<file path="config.mk">
export PLATFORM = sky130hd
export DESIGN_NAME = wb_trace_sink
export DESIGN_NICKNAME = d
export VERILOG_FILES = /design/src/rtl/wb_trace_sink_pkg.sv /design/src/rtl/wb_trace_fifo.sv /design/src/rtl/wb_trace_sink.sv
export SDC_FILE = /design/constraint.sdc
export NUM_CORES = 2
export LEC_CHECK = 0
export ABC_AREA = 1
export CELL_PAD_IN_SITES_DETAIL_PLACEMENT = 0
export CELL_PAD_IN_SITES_GLOBAL_PLACEMENT = 2
export CORE_MARGIN = 10
export CORE_UTILIZATION = 31
export CTS_CLUSTER_SIZE = 28
export DETAILED_ROUTE_END_ITERATION = 8
export DONT_BUFFER_PORTS = 1
export PLACE_DENSITY = 0.71
export SLEW_MARGIN = 10
export SYNTH_ARGS = -nofsm -noshare
export SYNTH_HDL_FRONTEND = slang
export SYNTH_SLANG_ARGS = --single-unit
export TNS_END_PERCENT = 20
</file>
<file path="constraint.sdc">
create_clock -name clk -period 9.8 [get_ports clk]
set_input_delay 1.47 -clock clk [delete_from_list [all_inputs] [get_ports clk]]
set_output_delay 1.47 -clock clk [all_outputs]
set_load 0.02 [all_outputs]
</file>
<file path="src/rtl/wb_trace_sink_pkg.sv">
// rtl/wb_trace_sink_pkg.sv - shared record and state types for the writeback trace sink
package wb_trace_sink_pkg;

  localparam int NUM_REGS = 32;

  typedef struct packed {
    logic        is_dump;
    logic [4:0]  addr;
    logic [31:0] data;
    logic [31:0] pc;
  } wb_rec_s;

  typedef enum logic [1:0] {
    WTS_IDLE,
    WTS_WAIT_DRAIN,
    WTS_DUMP
  } wts_state_e;

endpackage

</file>
<file path="src/rtl/wb_trace_fifo.sv">
// rtl/wb_trace_fifo.sv - synchronous FIFO of trace records
// A push into a full FIFO is honoured when a pop happens in the same cycle.
module wb_trace_fifo
  import wb_trace_sink_pkg::*;
#(
  parameter int DEPTH = 8
) (
  input  logic    clk,
  input  logic    reset,
  input  logic    push,
  input  logic    pop,
  input  wb_rec_s din,
  output logic    full,
  output logic    empty,
  output wb_rec_s head
);

  localparam int AW = $clog2(DEPTH);

  wb_rec_s       mem [DEPTH];
  logic [AW:0]   wr_ptr;
  logic [AW:0]   rd_ptr;
  logic          do_push;
  logic          do_pop;

  // Extra pointer bit distinguishes full from empty when the indices match.
  assign empty   = (wr_ptr == rd_ptr);
  assign full    = (wr_ptr[AW] != rd_ptr[AW]) && (wr_ptr[AW-1:0] == rd_ptr[AW-1:0]);
  assign do_pop  = pop && !empty;
  assign do_push = push && (!full || do_pop);
  assign head    = mem[rd_ptr[AW-1:0]];

  always_ff @(posedge clk) begin
    if (reset) begin
      wr_ptr <= '0;
      rd_ptr <= '0;
    end else begin
      if (do_push) wr_ptr <= wr_ptr + (AW+1)'(1);
      if (do_pop)  rd_ptr <= rd_ptr + (AW+1)'(1);
    end
  end

  always_ff @(posedge clk) begin
    if (do_push) mem[wr_ptr[AW-1:0]] <= din;
  end

endmodule

</file>
<file path="src/rtl/wb_trace_sink.sv">
// rtl/wb_trace_sink.sv - writeback trace capture with shadow register file and dump stream
module wb_trace_sink
  import wb_trace_sink_pkg::*;
#(
  parameter int DEPTH = 8,
  parameter int CNT_W = 32
) (
  input  logic             clk,
  input  logic             reset,
  input  logic             wb_e,
  input  logic [4:0]       wb_a,
  input  logic [31:0]      wb_d,
  input  logic [31:0]      trace_pc,
  input  logic             dump_req,
  output logic             out_valid,
  input  logic             out_ready,
  output wb_rec_s          out_rec,
  output logic             busy,
  output logic             overflow,
  output logic [CNT_W-1:0] retire_cnt,
  output logic [CNT_W-1:0] drop_cnt
);

  wts_state_e  state, state_next;
  logic [4:0]  idx, idx_next;
  logic [31:0] shadow [NUM_REGS];

  logic    wb_hit;
  logic    accept;
  logic    drop;
  logic    fifo_pop;
  logic    fifo_full;
  logic    fifo_empty;
  wb_rec_s fifo_head;
  wb_rec_s fifo_din;

  assign wb_hit   = wb_e && (wb_a != 5'd0);
  assign fifo_pop = out_valid && out_ready && (state != WTS_DUMP);
  assign accept   = wb_hit && (!fifo_full || fifo_pop);
  assign drop     = wb_hit && fifo_full && !fifo_pop;
  assign fifo_din = '{is_dump: 1'b0, addr: wb_a, data: wb_d, pc: trace_pc};

  wb_trace_fifo #(.DEPTH(DEPTH)) u_fifo (
    .clk   (clk),
    .reset (reset),
    .push  (accept),
    .pop   (fifo_pop),
    .din   (fifo_din),
    .full  (fifo_full),
    .empty (fifo_empty),
    .head  (fifo_head)
  );

  // Shadow tracks architectural state even when the trace record is dropped.
  always_ff @(posedge clk) begin
    if (reset) begin
      for (int i = 0; i < NUM_REGS; i++) shadow[i] <= '0;
    end else if (wb_hit) begin
      shadow[wb_a] <= wb_d;
    end
  end

  always_ff @(posedge clk) begin
    if (reset) begin
      retire_cnt <= '0;
      drop_cnt   <= '0;
      overflow   <= 1'b0;
    end else begin
      if (accept) retire_cnt <= retire_cnt + CNT_W'(1);
      if (drop) begin
        drop_cnt <= drop_cnt + CNT_W'(1);
        overflow <= 1'b1;
      end
    end
  end

  always_ff @(posedge clk) begin
    if (reset) begin
      state <= WTS_IDLE;
      idx   <= '0;
    end else begin
      state <= state_next;
      idx   <= idx_next;
    end
  end

  always_comb begin
    state_next = state;
    idx_next   = idx;
    out_valid  = !fifo_empty;
    out_rec    = fifo_empty ? '0 : fifo_head;
    busy       = (state != WTS_IDLE);
    case (state)
      WTS_IDLE: begin
        if (dump_req) state_next = WTS_WAIT_DRAIN;
      end
      WTS_WAIT_DRAIN: begin
        if (fifo_empty) begin
          state_next = WTS_DUMP;
          idx_next   = '0;
        end
      end
      WTS_DUMP: begin
        // Data is read live so a write landing during a stall is reflected.
        out_valid = 1'b1;
        out_rec   = '{is_dump: 1'b1, addr: idx, data: shadow[idx], pc: '0};
        if (out_ready) begin
          idx_next = idx + 5'd1;
          if (idx == 5'd31) state_next = WTS_IDLE;
        end
      end
      default: state_next = WTS_IDLE;
    endcase
  end

endmodule

</file>
==> results.toml <==
[synth]
syn_inst = 7163
synth_area_um2 = 72500
synth_area_leaders = "edfxtp_1 (65%), nand2_1 (8.8%), nor2_1 (8.3%)"
ys_warn_count = 0
synth.most_common_cell = "nand2_1"
ys_seq_area_share_pct = 67.7
synthFlopType = "edfxtp_1"
ys_ff_latch = 1664
synth-edff-count = 1576
post-synth-top-area-cell = "edfxtp_1"
async_flop_share_pct = 0
ys_top_cells_by_count = "nand2_1 (1699), nor2_1 (1605), edfxtp_1 (1576)"
synth_top_area_share_pct = 65.3
ys_types = 23
syn_avg_cell_area_um2 = 10.1

[power_and_ir_drop]
p_per_area_nw_per_um2 = 212
p_total_mw = 17.1
p_sw_mw = 4.86
swShare_pct = 28.4
p_leak_nw = 29.0
combPwrFrac_pct = 13.9
power.internal_mw = 12.3
seqPwrFrac_pct = 48.0
peakVddDrop_uv = 174
p_clk_share_pct = 38.2

[global_routing]
grt_antenna_before_repair = 4
grt_max_degree = 208
overflow = 0
track_usage_pct = 18.5
grt_pass1_vias = 50600
grt_first_pass_wirelength_mm = 352

[placement]
numPortBuffers = 0
dpl.hpwl_mm = 128
place_area_um2 = 75400
place.gp.congestion = 0.779

[sta]
skew_ns = 0.0414
tns_ns = 0
final-hold-violation-count = 0
maxSlewHeadroom_pct = 5.68
period_needed_ns = 6.11
min_period_over_period_pct = 62.3
finalSetupViolations = 0
drv_slew = 0
grt_setup_unrepaired = "no"
fmax_ghz = 0.164
max_slew.worst_pin.slew_ns = 1.41

[cts]
cts_tree = "built"
clk_pin_slew_worst_paths_ns = 0.07
h-tree-depth = 4
clock_path_buffers = 3
cts_resized = 0
cts_made_buffers = 181
clk_latency_ns = 0.86
cts_root_buf = "clkbuf_16"
postCtsHoldBufs = 0
cts_sinks = 1664
post_cts_buffers = 0

[detailed_routing]
viasPerCell = 5.09
first_iter_violations = 4799
via_count = 51700
drt-pass1-iter-count = 6
drc = 0
drt-total-wl_mm = 242
ant_nets = 0
wl_per_cell_um = 23.8

[setup_path]
crit_fanout = 163
cp-start-kind = "flop"
cp.required_ns = 8.33
worstSetupPathType = "flop to output port"
end_kind = "output port"
worstPathArrival_ns = 4.64

[die]
start_util_pct = 31.2
core-area_um2 = 233000
die-area_um2 = 253000
io_pins = 211
die_y_um = 503
num_rows = 177
die_x_um = 503

[status]
outcome = "completed"

[cells_and_area]
final_cell_area_um2 = 80900
nFillCells = 23200
nets = 7037
area_growth_pct = 11.7
drive_above_1_share_pct = 6.12

[hold_path]
hold_class = "flop to flop"

[job]
drv_cap = 0
metrics by stage:
step | setup slack [ns] | cells | hold WS, ns | util [%]
final | 3.69 | 10100 | 0.485 | 34.8
after detailed placement | 4.63 | 9817 | 0.479 | 32.4
after global routing | 3.53 | 10100 | 0.506 | 34.8
after floorplan | 2.34 | 7194 | 0.453 | -
after CTS | 3.69 | 10100 | 0.488 | 34.8
after global placement | 4.55 | 9817 | 0.465 | 32.4
logic make-up after synthesis:
| kind of cell | count (synthesis) | synth area share, % |
|---|---|---|
| flops | 1664 | 67.7 |
| buf+inv | 677 | 3.82 |
| fa+ha+maj | 6 | 0.104 |
| simple gates | 4289 | 24.0 |
| xor+xnor | 29 | 0.351 |
| compound gates | 497 | 4.02 |
| other cells | 1 | 0.00517 |
cells in the final DEF (no fill, tap or decap), types with 3 or more instances in the layout:
cell type,synthesis,routed
clkinv_1,2,34
clkbuf_1,332,56
nor3_1,13,10
nand4_1,3,3
nand3_1,958,958
inv_8,0,4
conb_1,1,32
edfxtp_1,1576,1576
xor2_1,15,15
clkbuf_16,0,182
nand2_1,1699,1668
nor3_2,0,3
dfxtp_4,0,7
inv_2,4,7
nand3b_1,11,11
buf_4,0,128
clkinv_2,0,28
o32ai_1,64,64
buf_12,0,7
dfxtp_1,88,80
ha_1,6,6
a21oi_1,71,71
nor2_1,1605,1599
bufinv_16,0,7
clkinv_8,0,5
nand2_2,0,30
inv_6,0,6
o21ai_0,287,287
inv_1,116,111
xnor2_1,14,14
o211ai_1,74,74
nor2_4,0,6
layer usage:
layer | global-route usage (%) | vias up | wire [um]
met5 | 0 | - | 7
met4 | 5.22 | 2 | 6380
met3 | 3.32 | 312 | 14900
met2 | 30.3 | 1443 | 114000
met1 | 25.2 | 26000 | 106000
li1 | - | 23900 | -
power groups by stage:
| stage | clock, mW | combinational [mW] | sequential, mW |
|---|---|---|---|
| 6_report | 6.54 | 2.37 | 8.22 |
| 2_1_floorplan | 0 | 1.58 | 8.30 |
| 3_5_place_dp | 0 | 2.40 | 8.37 |
| 5_1_grt | 6.95 | 2.61 | 8.25 |
| 4_1_cts | 6.67 | 2.40 | 8.22 |
| 3_3_place_gp | 0 | 2.38 | 8.36 |
flip-flops by register name, summed over array words and instances (netlist names), named ones only:
| signal | flops |
|---|---|
| state | 2 |
| u_fifo.wr_ptr | 4 |
| idx | 5 |
| overflow | 1 |
| u_fifo.rd_ptr | 4 |
| retire_cnt | 32 |
| drop_cnt | 32 |
| shadow | 1024 |
| u_fifo.mem | 552 |
layout make-up:
type | count | area (um^2) | share of cell area (%)
clock inverter | 88 | 744 | 0.920
tap | 3043 | 3810 | 4.70
inverter | 122 | 488 | 0.603
sequential | 1664 | 49100 | 60.7
timing repair buffer | 135 | 1100 | 1.36
antenna | 1 | 2.50 | 0.00309
multi-input combinational | 4853 | 20900 | 25.8
clock buffer | 242 | 4810 | 5.94
worst paths after layout:
check,slack [ns],from,cells past startpoint,endpoint
hold reg to reg,0.49,u_fifo.wr_ptr[3],2,u_fifo.wr_ptr[3]
hold / removal,0.49,u_fifo.wr_ptr[3],2,u_fifo.wr_ptr[3]
setup / recovery,3.69,flop,10,out_rec[34]
setup reg to reg,5.61,state[1],10,u_fifo.mem[6][44]
worst max-delay path: stages, from the launching register on:
cell and delay, ns:
dfxtp_4 0.74, buf_4 0.71, buf_12 0.59, nand2_1 0.13, nand3_1 0.12, nand3_1 0.09
nand2_1 0.09, nand2_1 0.05, nand3_1 0.28, nand3_1 0.26, nand2_1 0.37
Power figures use the tool's default switching activity.
